File: src/rtl/izh_pkg.sv
// Shared state encoding, default neuron constants and the saturation helper
// used by the Izhikevich update engine.
package izh_pkg;

    typedef enum logic [2:0] {
        ST_IDLE      = 3'd0,
        ST_FETCH     = 3'd1,
        ST_UPDATE    = 3'd2,
        ST_PUSH_WAIT = 3'd3,
        ST_DRAIN     = 3'd4,
        ST_SWAP      = 3'd5,
        ST_SWAP_WAIT = 3'd6
    } izh_state_t;

    // Default Izhikevich a, b, c, d and spike threshold, all in Q.8
    localparam int IZH_A     = 5;
    localparam int IZH_B     = 51;
    localparam int IZH_C     = -16640;
    localparam int IZH_D     = 2048;
    localparam int IZH_VPEAK = 7680;

    // 0.04*v^2 is realised as 41*v^2 / 2^(fracbits+10); 5v and 140 are plain terms
    localparam int IZH_SQ_COEF  = 41;
    localparam int IZH_SQ_SHIFT = 10;
    localparam int IZH_LIN_COEF = 5;
    localparam int IZH_BIAS     = 140;

    function automatic logic signed [63:0] sat_signed(input logic signed [63:0] x,
                                                      input int w);
        logic signed [63:0] hi;
        logic signed [63:0] lo;
        hi = (64'sd1 <<< (w - 1)) - 64'sd1;
        lo = -(64'sd1 <<< (w - 1));
        if (x > hi)
            return hi;
        else if (x < lo)
            return lo;
        else
            return x;
    endfunction

endpackage

File: src/rtl/spike_tag_fifo.sv
// Show-ahead FIFO for fired neuron tags; a pop frees room for a push in the
// same cycle, so a full FIFO still accepts a tag while it is being drained.
module spike_tag_fifo #(
    parameter int depth = 2,
    parameter int width = 1
) (
    input  logic             clk,
    input  logic             asyn_reset,
    input  logic             push,
    input  logic [width-1:0] push_data,
    input  logic             pop,
    output logic             full,
    output logic             empty,
    output logic [width-1:0] head
);

    localparam int PW    = (depth > 1) ? $clog2(depth) : 1;
    localparam int CW    = $clog2(depth + 1);
    localparam int SLOTS = 1 << PW;
    localparam logic [PW-1:0] LAST_SLOT = PW'(depth - 1);
    localparam logic [CW-1:0] DEPTH_C   = CW'(depth);

    logic [width-1:0] mem [SLOTS];
    logic [PW-1:0]    rd_ptr;
    logic [PW-1:0]    wr_ptr;
    logic [CW-1:0]    count;
    logic             do_pop;
    logic             do_push;

    function automatic logic [PW-1:0] bump(input logic [PW-1:0] p);
        return (p == LAST_SLOT) ? '0 : p + 1'b1;
    endfunction

    assign empty   = (count == '0);
    assign full    = (count == DEPTH_C);
    assign do_pop  = pop && !empty;
    assign do_push = push && (!full || do_pop);
    assign head    = mem[rd_ptr];

    always_ff @(posedge clk or posedge asyn_reset) begin
        if (asyn_reset) begin
            rd_ptr <= '0;
            wr_ptr <= '0;
            count  <= '0;
            for (int k = 0; k < SLOTS; k++)
                mem[k] <= '0;
        end else begin
            if (do_push) begin
                mem[wr_ptr] <= push_data;
                wr_ptr      <= bump(wr_ptr);
            end
            if (do_pop)
                rd_ptr <= bump(rd_ptr);
            case ({do_push, do_pop})
                2'b10:   count <= count + 1'b1;
                2'b01:   count <= count - 1'b1;
                default: ;
            endcase
        end
    end

endmodule

File: src/rtl/izh_neuron_update.sv
// Per-timestep Izhikevich neuron sweep: reads each neuron's current, updates
// (v, u), queues fired tags, then hands the current banks over with swap/done.
module izh_neuron_update
    import izh_pkg::*;
#(
    parameter int numwidth   = 16,
    parameter int tagbits    = 1,
    parameter int numneurons = 2,
    parameter int fracbits   = 8,
    parameter int fifo_depth = numneurons,
    parameter int A          = IZH_A,
    parameter int B          = IZH_B,
    parameter int C          = IZH_C,
    parameter int D          = IZH_D,
    parameter int VPEAK      = IZH_VPEAK
) (
    input  logic                clk,
    input  logic                asyn_reset,
    input  logic                step,
    output logic                done,
    output logic                fifo_empty,
    output logic [tagbits-1:0]  fired_tag,
    input  logic                req_deq,
    output logic [tagbits-1:0]  i_tag,
    input  logic [numwidth:0]   i_out,
    output logic                swap,
    input  logic                busy,
    input  logic [tagbits-1:0]  probe_tag,
    output logic [numwidth:0]   v_probe,
    output logic [2:0]          state_out
);

    localparam int W  = numwidth + 1;
    localparam int XW = 48;

    typedef logic signed [W-1:0]  sval_t;
    typedef logic signed [XW-1:0] xval_t;

    localparam xval_t A_X     = xval_t'(A);
    localparam xval_t B_X     = xval_t'(B);
    localparam xval_t C_X     = xval_t'(C);
    localparam xval_t D_X     = xval_t'(D);
    localparam xval_t SQ_X    = xval_t'(IZH_SQ_COEF);
    localparam xval_t LIN_X   = xval_t'(IZH_LIN_COEF);
    localparam xval_t BIAS_X  = xval_t'(IZH_BIAS) <<< fracbits;
    localparam xval_t U_RST_X = (B_X * C_X) >>> fracbits;

    localparam sval_t C_V     = sval_t'(C_X);
    localparam sval_t U_RST   = sval_t'(U_RST_X);
    localparam sval_t VPEAK_V = sval_t'(VPEAK);
    localparam logic [tagbits-1:0] LAST_N = tagbits'(numneurons - 1);

    izh_state_t         state;
    izh_state_t         state_next;
    logic [tagbits-1:0] n;
    logic [tagbits-1:0] n_next;
    logic               done_set;
    logic               push;
    logic               wr_en;
    logic               fifo_full;
    logic               can_push;
    logic               at_last;

    sval_t v_mem [numneurons];
    sval_t u_mem [numneurons];

    sval_t v_cur;
    sval_t u_cur;
    xval_t v_x;
    xval_t u_x;
    xval_t i_x;
    xval_t sq_term;
    xval_t v_raw;
    xval_t bv_term;
    xval_t u_raw;
    sval_t v_sat;
    sval_t u_sat;
    sval_t u_fire;
    logic  fired;

    spike_tag_fifo #(
        .depth (fifo_depth),
        .width (tagbits)
    ) u_fifo (
        .clk        (clk),
        .asyn_reset (asyn_reset),
        .push       (push),
        .push_data  (n),
        .pop        (req_deq),
        .full       (fifo_full),
        .empty      (fifo_empty),
        .head       (fired_tag)
    );

    // A pop in the same cycle makes room even when the FIFO is full
    assign can_push  = !fifo_full || (req_deq && !fifo_empty);
    assign at_last   = (n == LAST_N);
    assign i_tag     = n;
    assign state_out = state;

    always_comb begin
        v_cur   = v_mem[n];
        u_cur   = u_mem[n];
        v_x     = xval_t'(v_cur);
        u_x     = xval_t'(u_cur);
        i_x     = xval_t'({1'b0, i_out});
        sq_term = (SQ_X * v_x * v_x) >>> (fracbits + IZH_SQ_SHIFT);
        v_raw   = v_x + sq_term + LIN_X * v_x + BIAS_X - u_x + i_x;
        bv_term = (B_X * v_x) >>> fracbits;
        u_raw   = u_x + ((A_X * (bv_term - u_x)) >>> fracbits);
        v_sat   = sval_t'(sat_signed(64'(v_raw), W));
        u_sat   = sval_t'(sat_signed(64'(u_raw), W));
        u_fire  = sval_t'(sat_signed(64'(xval_t'(u_sat) + D_X), W));
        fired   = (v_sat >= VPEAK_V);
    end

    always_ff @(posedge clk or posedge asyn_reset) begin
        if (asyn_reset) begin
            state <= ST_IDLE;
            n     <= '0;
            done  <= 1'b0;
        end else begin
            state <= state_next;
            n     <= n_next;
            done  <= done_set;
        end
    end

    always_comb begin
        state_next = state;
        n_next     = n;
        push       = 1'b0;
        wr_en      = 1'b0;
        swap       = 1'b0;
        done_set   = 1'b0;
        case (state)
            ST_IDLE: begin
                if (step) begin
                    n_next     = '0;
                    state_next = ST_FETCH;
                end
            end
            ST_FETCH: state_next = ST_UPDATE;
            ST_UPDATE: begin
                // State is written back even if the tag must wait for room
                wr_en = 1'b1;
                if (fired && !can_push) begin
                    state_next = ST_PUSH_WAIT;
                end else begin
                    push = fired;
                    if (at_last) begin
                        state_next = ST_DRAIN;
                    end else begin
                        n_next     = n + 1'b1;
                        state_next = ST_FETCH;
                    end
                end
            end
            ST_PUSH_WAIT: begin
                if (can_push) begin
                    push = 1'b1;
                    if (at_last) begin
                        state_next = ST_DRAIN;
                    end else begin
                        n_next     = n + 1'b1;
                        state_next = ST_FETCH;
                    end
                end
            end
            ST_DRAIN: begin
                if (fifo_empty && !busy)
                    state_next = ST_SWAP;
            end
            ST_SWAP: begin
                swap       = 1'b1;
                state_next = ST_SWAP_WAIT;
            end
            ST_SWAP_WAIT: begin
                if (!busy) begin
                    done_set   = 1'b1;
                    state_next = ST_IDLE;
                end
            end
            default: state_next = ST_IDLE;
        endcase
    end

    always_ff @(posedge clk or posedge asyn_reset) begin
        if (asyn_reset) begin
            v_probe <= '0;
            for (int k = 0; k < numneurons; k++) begin
                v_mem[k] <= C_V;
                u_mem[k] <= U_RST;
            end
        end else begin
            v_probe <= v_mem[probe_tag];
            if (wr_en) begin
                v_mem[n] <= fired ? C_V : v_sat;
                u_mem[n] <= fired ? u_fire : u_sat;
            end
        end
    end

endmodule
File: config.mk
export PLATFORM = sky130hd
export DESIGN_NAME = izh_neuron_update
export DESIGN_NICKNAME = d
export VERILOG_FILES = /design/src/rtl/izh_pkg.sv /design/src/rtl/spike_tag_fifo.sv /design/src/rtl/izh_neuron_update.sv
export SDC_FILE = /design/constraint.sdc
export NUM_CORES = 2
export LEC_CHECK = 0
export BUFFER_PORTS_ARGS = -buffer_cell sky130_fd_sc_hd__buf_2
export CORE_MARGIN = 8
export CORE_UTILIZATION = 58
export DETAILED_ROUTE_END_ITERATION = 6
export HOLD_SLACK_MARGIN = 0.15
export PLACE_DENSITY = 0.74
export SLEW_MARGIN = 5
export SYNTH_ARGS = -nofsm -noshare
export SYNTH_HDL_FRONTEND = slang
export SYNTH_HIERARCHICAL = 1
export SYNTH_SLANG_ARGS = --single-unit
File: constraint.sdc
create_clock -name clk -period 20.6 [get_ports clk]
set_input_delay 4.12 -clock clk [delete_from_list [all_inputs] [get_ports clk]]
set_output_delay 4.12 -clock clk [all_outputs]
set_load 0.05 [all_outputs]
### Word-level counts from Yosys, hierarchy flattened

Index checks and enable logic that the tools add are counted.

| storage, ports and cells | value |
|---|---|
| register bits after elaboration | 96 |
| bits in latches | 0 |
| memory bits (writable) | 0 |
| ROM bits | 0 |
| input bits | 23 |
| logic and storage cells | 128 |
| memories kept | 0 |

| cells by class | value |
|---|---|
| add/sub/neg operators | 13 |
| $mul | 5 |
| divide/modulo/power cells | 0 |
| $lt $le $gt $ge | 13 |
| equal/unequal tests | 14 |
| shift-type cells | 0 |
| multiplexer cells | 49 |
| bitwise logic cells | 4 |
| reduce and logical (&&, ||, !) cells | 17 |

Operators by type and width:

| operator | count |
|---|---|
| 2-to-1 mux 17 bit | 18 |
| bitwise mux 34 bit | 2 |
| multiplier 7 x 17 -> 24 bit, first input constant | 2 |
| multiplier 24 x 17 -> 41 bit | 1 |
| greater-than comparator 18 x 17 -> 1 bit, second input constant | 2 |
| < comparator 18 x 17 -> 1 bit, second input constant | 2 |
| adder 27 x 18 -> 28 bit | 1 |
| greater-than comparator 28 x 17 -> 1 bit, second input constant | 1 |
| < comparator 28 x 17 -> 1 bit, second input constant | 1 |
| subtractor 26 x 17 -> 27 bit | 1 |
| adder 25 x 17 -> 26 bit, second input constant | 1 |
| adder 24 x 21 -> 25 bit | 1 |
| adder 17 x 23 -> 24 bit | 1 |
| multiplier 4 x 18 -> 22 bit, first input constant | 1 |
| multiplier 4 x 17 -> 21 bit, first input constant | 1 |
| case mux 3 bit (7 select lines) | 1 |
| adder 17 x 13 -> 18 bit, second input constant | 1 |
| adder 17 x 14 -> 18 bit | 1 |
| 2-to-1 mux 3 bit | 6 |
| subtractor 16 x 17 -> 18 bit | 1 |
| demux 17 bit (select 1 bit) | 1 |
| greater-or-equal comparator 17 x 14 -> 1 bit, second input constant | 1 |
| 2-to-1 mux 1 bit | 16 |
| inequality test 2 bit, second input constant | 5 |
| other kinds (24) | 46 |

### Longest topological paths before layout

| logic depth | value |
|---|---|
| depth in word-level cells | 21 |
| mapped depth | 67 |
| gate-level depth less buffers | 59 |

### By module

The synthesis kept the hierarchy.

Modules (own cells, without submodules):

| module | times used | cells an instance | area an instance (um^2) |
|---|---|---|---|
| izh_neuron_update | 1 | 3246 | 28488.6 |
| spike_tag_fifo | 1 | 30 | 306.5 |

### Worst setup path before layout

Ideal clock, no wire load.

| timing | value |
|---|---|
| path kind | reg2reg |
| from | register n, in the netlist i_tag |
| to | register u_fifo.count[0] |
| arrival | 15876 ps |
| data required time | 20513 ps |
| path slack | 4637 ps |
| cell stages (with the launch flop) | 60 |
| path buffers | 6 |
| period minus slack after synthesis | 15963 ps |
| cell sequence | dfrtp_1 -> clkbuf_1 -> clkbuf_1 -> mux2i_1 -> clkinv_1 -> clkbuf_1 -> ha_1 -> ha_1 -> inv_1 -> fa_1 -> inv_1 -> ha_1 -> inv_1 -> o21ai_0 -> a21oi_1 -> o21ai_0 -> and2_1 -> o31ai_1 -> [24 not listed] -> inv_1 -> fa_1 -> fa_1 -> inv_1 -> ha_1 -> a21oi_1 -> o21ai_0 -> a21o_1 -> a311oi_1 -> or2_1 -> xnor2_1 -> nand4bb_4 -> o41ai_4 -> buf_6 -> a21oi_1 -> nand2b_1 -> or2_0 -> a22oi_1 |

| between the ends | value |
|---|---|
| longest elaborated chain between the ends | 21 |
| elaborated cells between the ends (all ways) | 28 |

RTL lines:

| item | RTL line | RTL |
|---|---|---|
| from (decl) | izh_neuron_update.sv:55 | `logic [tagbits-1:0] n;` |
| from (signal assigned) | izh_neuron_update.sv:124 | `n <= n_next;` |
| NOT 1 -> 2 bit (implied by the code) * | izh_neuron_update.sv:102, izh_neuron_update.sv:103 |  |
| 2-to-1 mux 17 bit (implied by the code) (3 in series) | izh_neuron_update.sv:102 | `v_cur = v_mem[n];` |
| multiplier 7 x 17 -> 24 bit | izh_neuron_update.sv:107 | `sq_term = (SQ_X * v_x * v_x) >>> (fracbits + IZH_SQ_SHIFT);` |
| multiplier 24 x 17 -> 41 bit | izh_neuron_update.sv:107 |  |
| adder 17 x 23 -> 24 bit | izh_neuron_update.sv:108 | `v_raw = v_x + sq_term + LIN_X * v_x + BIAS_X - u_x + i_x;` |
| adder 24 x 21 -> 25 bit | izh_neuron_update.sv:108 |  |
| adder 25 x 17 -> 26 bit | izh_neuron_update.sv:108 |  |
| subtractor 26 x 17 -> 27 bit * | izh_neuron_update.sv:108 |  |
| [4 not listed] | - |  |
| greater-or-equal comparator 17 x 14 -> 1 bit * | izh_neuron_update.sv:114 | `fired = (v_sat >= VPEAK_V);` |
| logical AND 1 bit | izh_neuron_update.sv:147 | `if (fired && !can_push) begin` |
| 2-to-1 mux 1 bit * | izh_neuron_update.sv:147 |  |
| case mux 1 bit (2 select lines) * | izh_neuron_update.sv:136 | `case (state)` |
| named net push | izh_neuron_update.sv:58 | `logic push;` |
| logical AND 1 bit * | spike_tag_fifo.sv:37 | `assign do_push = push && (!full \|\| do_pop);` |
| == test 2 x 1 -> 1 bit or == test 2 bit (tied branches) | spike_tag_fifo.sv:54 | `case ({do_push, do_pop})` |
| case mux 2 bit (2 select lines) or nonzero test 2 bit (tied branches) | - |  |
| to (signal assigned) | spike_tag_fifo.sv:55 | `2'b10: count <= count + 1'b1;` |
| to (signal assigned) | spike_tag_fifo.sv:56 | `2'b01: count <= count - 1'b1;` |
| to (decl) | spike_tag_fifo.sv:26 | `logic [CW-1:0] count;` |

The timed path passes the listed nets; every way through them passes the cells marked *. The select of a mux whose other input is x is not followed.
A chain may end at the register's enable or synchronous reset.

### Final worst setup path

Same ends and word-level chain as after synthesis.

==> results_tabular.tex <==
\begin{tabular}{lr}
\hline
Metric & Value \\
\hline
\multicolumn{2}{l}{\textbf{Timing}} \\
\quad Highest clock frequency the design can meet & 0.0542 GHz \\
\quad Unrepaired setup endpoints after global routing & false \\
\quad Max Transition Viols Final & 0 \\
\quad Worst-margin pin slew & 1.37 ns \\
\quad Final Setup Violations & 0 \\
\quad Number of hold-slack violations in the final timing report & 0 \\
\quad Sum of negative setup slack & 0 ns \\
\quad Final period utilization & 0.896 \\
\quad Clk\_skew & 0.0165 ns \\
\quad Final period demand of the worst path & 18.47 ns \\
\quad Max-slew headroom at the worst pin & 0.0856 \\
\multicolumn{2}{l}{\textbf{Setup path}} \\
\quad Most frequent cell on the critical path & sky130\_fd\_sc\_hd\_\_fa\_1 \\
\quad Worst setup slack for register-to-register paths & 2.13 ns \\
\quad Critical path endpoint category & flip-flop \\
\quad Crit-path max cell delay & 1.08 ns \\
\quad Reg2reg end & u\_fifo/count[0] \\
\quad Cell depth of the worst flop-to-flop path & 56 \\
\quad Data arrival time at the worst-slack endpoint & 18.75 ns \\
\quad Reg2Reg Launch Point & i\_tag \\
\quad Launch point of the worst path & i\_tag \\
\quad CP max-delay cell & sky130\_fd\_sc\_hd\_\_xor2\_1 \\
\quad Biggest fanout along the worst timing path & 26 \\
\quad Required time worst endpoint & 20.88 ns \\
\quad Type of the setup path with the least slack & flip-flop to flip-flop \\
\quad CP startpoint kind & flip-flop \\
\multicolumn{2}{l}{\textbf{Place}} \\
\quad Detailed Place HPWL & 60,900 um \\
\quad Count of port buffers added during placement & 47 \\
\quad Final RePlAce weighted congestion & 0.966 \\
\multicolumn{2}{l}{\textbf{Status}} \\
\quad Status & finished clean \\
\multicolumn{2}{l}{\textbf{Clock network}} \\
\quad \# clock sinks & 96 \\
\quad Number of buffers created by CTS & 9 \\
\quad H-tree levels & 3 \\
\quad Root buffer selected by CTS & sky130\_fd\_sc\_hd\_\_clkbuf\_16 \\
\quad Number of buffers on the longest clock path & 2 \\
\quad Cts repair resizes & 0 \\
\quad Quantity of hold-fixing buffers added after cts & 0 \\
\quad Buffers inserted by post-CTS timing repair & 0 \\
\quad Clock network latency to the later pin of the worst-skew pair & 0.37 ns \\
\quad Clock slew at the register clock pins of the worst setup and hold paths & 0.08 ns \\
\quad Clock tree from TritonCTS & done \\
\multicolumn{2}{l}{\textbf{Floorplan}} \\
\quad Width of the chip & 239 um \\
\quad Area enclosed by the die boundary & 57,000 um2 \\
\quad I/O pin count & 48 \\
\quad Core outline area & 49,000 um2 \\
\quad Number of core rows & 81 \\
\quad Initial standard-cell utilization of the core & 0.588 \\
\quad Die extent in y & 239 um \\
\multicolumn{2}{l}{\textbf{Global route}} \\
\quad Total GRT Usage & 0.268 \\
\quad Number of global-route vias before repair & 23,600 \\
\quad Number of antenna violations at the first check in global routing & 0 \\
\quad First-pass GRT wire length & 122,000 um \\
\quad Gr ovfl total & 0 \\
\quad Pin count of the biggest net entering global routing & 56 \\
\multicolumn{2}{l}{\textbf{Route}} \\
\quad Drt pass-1 iters & 6 \\
\quad Highest metal layer with signal wires & met4 \\
\quad Via-per-instance ratio & 5.61 \\
\quad Vias post-DR & 22,200 \\
\quad Routed metal-1 wirelength & 31,100 um \\
\quad Routed len/inst & 18.6 um \\
\quad Routed wire length on met3 & 4860 um \\
\quad DRC violation count after routing & 0 \\
\quad Detailed Route WL & 73,600 um \\
\quad Post-DRT Antenna Nets & 0 \\
\quad Met2 routed WL & 34,800 um \\
\quad 1st-iter DRT viols & 1,486 \\
\multicolumn{2}{l}{\textbf{Logic synthesis}} \\
\quad Netlist cell types & 83 \\
\quad Synthesized area divided by synthesized cell count & 8.79 um2 \\
\quad Synth Cell Area & 28,800 um2 \\
\quad Total number of yosys warnings & 6 \\
\quad Dominant register cell in the synthesized netlist & sky130\_fd\_sc\_hd\_\_dfrtp\_1 \\
\quad Number of instances in the synthesized netlist & 3,276 \\
\quad Post-synth net total & 4,177 \\
\quad Yosys reg bits & 96 \\
\quad Part of the Yosys area used for sequential elements & 0.0850 \\
\quad Asr flop ratio synth & 1.00 \\
\quad Cell types with the highest counts after synthesis & sky130\_fd\_sc\_hd\_\_inv\_1, sky130\_fd\_sc\_hd\_\_fa\_1, sky130\_fd\_sc\_hd\_\_ha\_1 \\
\quad Fraction of synthesized cell area taken by the top area cell type & 0.366 \\
\quad Number of enable-type register cells in the synthesized netlist & 0 \\
\quad Cell accounting for the most synthesized area & sky130\_fd\_sc\_hd\_\_fa\_1 \\
\quad Cell with the most instances after synthesis & sky130\_fd\_sc\_hd\_\_inv\_1 \\
\quad Dominant cells by area after synthesis & sky130\_fd\_sc\_hd\_\_fa\_1, sky130\_fd\_sc\_hd\_\_ha\_1, sky130\_fd\_sc\_hd\_\_inv\_1 \\
\multicolumn{2}{l}{\textbf{Cells and area}} \\
\quad Number of fill cells & 4,245 \\
\quad Antenna cells & 0 \\
\quad Total number of nets in the final design & 4,195 \\
\quad Share of cells above drive strength 1 & 0.0579 \\
\quad Area Overhead vs Synth & 4.81\% \\
\multicolumn{2}{l}{\textbf{Hold path}} \\
\quad Worst Hold Launch & u\_mem[32] \\
\quad Number of cells traversed by the worst hold path & 2 \\
\quad Class of the most critical hold timing path & flip-flop to flip-flop \\
\quad Hold-critical path endpoint & u\_mem[32] \\
\multicolumn{2}{l}{\textbf{Run}} \\
\quad Max-cap viol count & 0 \\
\hline
\end{tabular}
==> critical path, delay by kind of cell, from the launching register on <==
| family | cells | cell delay (ns) |
|---|---|---|
| adders and majority gates | 16 | 7.27 |
| buffers and inverters | 8 | 1.36 |
| DFF | 1 | 0.63 |
| xor gates and xnor gates | 2 | 1.29 |
| and+or+nand+nor | 10 | 2.15 |
| muxes | 1 | 0.24 |
| AOI/OAI and AO/OA | 19 | 5.37 |
==> sequential cells by signal, indices dropped and copies added (netlist names) <==
name           cells
v_mem             34
u_fifo/rd_ptr      1
u_fifo/mem         2
u_mem             34
i_tag              1
v_probe           17
u_fifo/wr_ptr      1
done               1
state_out          3
u_fifo/count       2
==> cells in the final DEF, fill, tap and decap left out, types with 7 or more instances in the layout <==
| cell type | n |
|---|---|
| sky130_fd_sc_hd__or3_1 | 15 |
| sky130_fd_sc_hd__fa_1 | 526 |
| sky130_fd_sc_hd__ha_1 | 352 |
| sky130_fd_sc_hd__buf_2 | 47 |
| sky130_fd_sc_hd__a211oi_1 | 15 |
| sky130_fd_sc_hd__clkbuf_16 | 9 |
| sky130_fd_sc_hd__xnor2_1 | 76 |
| sky130_fd_sc_hd__nand2b_1 | 30 |
| sky130_fd_sc_hd__a21oi_1 | 89 |
| sky130_fd_sc_hd__clkinv_1 | 9 |
| sky130_fd_sc_hd__nand2_1 | 268 |
| sky130_fd_sc_hd__or2_2 | 11 |
| sky130_fd_sc_hd__dfrtp_1 | 59 |
| sky130_fd_sc_hd__o31ai_1 | 23 |
| sky130_fd_sc_hd__and3_1 | 11 |
| sky130_fd_sc_hd__and4_1 | 8 |
| sky130_fd_sc_hd__o21a_1 | 26 |
| sky130_fd_sc_hd__dfstp_2 | 36 |
| sky130_fd_sc_hd__inv_1 | 843 |
| sky130_fd_sc_hd__nand4_1 | 7 |
| sky130_fd_sc_hd__nor2b_1 | 18 |
| sky130_fd_sc_hd__nand3_1 | 31 |
| sky130_fd_sc_hd__buf_4 | 33 |
| sky130_fd_sc_hd__and2_1 | 28 |
| sky130_fd_sc_hd__a21o_1 | 37 |
| sky130_fd_sc_hd__o311ai_0 | 7 |
| sky130_fd_sc_hd__nor3_1 | 50 |
| sky130_fd_sc_hd__xor2_1 | 36 |
| sky130_fd_sc_hd__o22a_1 | 24 |
| sky130_fd_sc_hd__mux2i_1 | 26 |
| sky130_fd_sc_hd__o21ai_0 | 66 |
| sky130_fd_sc_hd__nor2_1 | 304 |
| sky130_fd_sc_hd__a21boi_0 | 12 |
| sky130_fd_sc_hd__a31oi_1 | 20 |
| sky130_fd_sc_hd__o21ai_1 | 7 |
| sky130_fd_sc_hd__mux2_2 | 20 |
==> metrics by stage <==
stage	setup slack, ns	std cells	instance area, um2	hold slack (ns)	util
3_5_place_dp	2.25	3947	29900	0.464	0.610
5_1_grt	0.958	3963	30200	0.498	0.617
2_1_floorplan	4.64	3276	28800	0.443	-
3_3_place_gp	2.56	3947	29900	0.453	0.610
4_1_cts	2.05	3963	30200	0.475	0.617
6_report	2.13	3963	30200	0.473	0.617
==> cells by family (layout without fill, tap and decap cells) <==
family                     count (synthesis)  after routing  share of synthesized area
muxes                                     56             56                     0.0204
and+or+nand+nor                          805            805                      0.124
xor gates and xnor gates                 113            113                     0.0344
AOI/OAI and AO/OA                        399            399                     0.0956
buffers and inverters                    927            950                      0.121
adders and majority gates                880            880                      0.519
DFF                                       96             96                     0.0850
==> cell type report <==
class	count	area (um2)	area share
timing repair buffer	80	483	0.0160
inverter	854	3210	0.106
tap	664	831	0.0275
sequential	96	2450	0.0811
clock buffer	9	225	0.00746
clock inverter	7	78.8	0.00261
multi-input combinational	2253	22900	0.759
==> layer usage <==
metal	track usage	vias up
met3	0.0382	176
li1	-	10200
met4	0.0930	0
met2	0.440	793
met5	0	-
met1	0.360	11100
==> how the worst max path moves through the flow <==
| stage | to | slack (ns) | cells past startpoint |
|---|---|---|---|
| 2_1_floorplan | u_fifo/count[0] | 4.64 | 59 |
| 3_3_place_gp | u_mem[5] | 2.56 | 55 |
| 3_5_place_dp | u_mem[5] | 2.25 | 54 |
| 4_1_cts | u_mem[6] | 2.05 | 54 |
| 5_1_grt | u_fifo/count[0] | 0.96 | 56 |
| 6_report | u_fifo/count[0] | 2.13 | 56 |
Power is left out: the tool's default activity adds up to more than one toggle a clock period on the data nets, which glitch-free logic cannot reach.
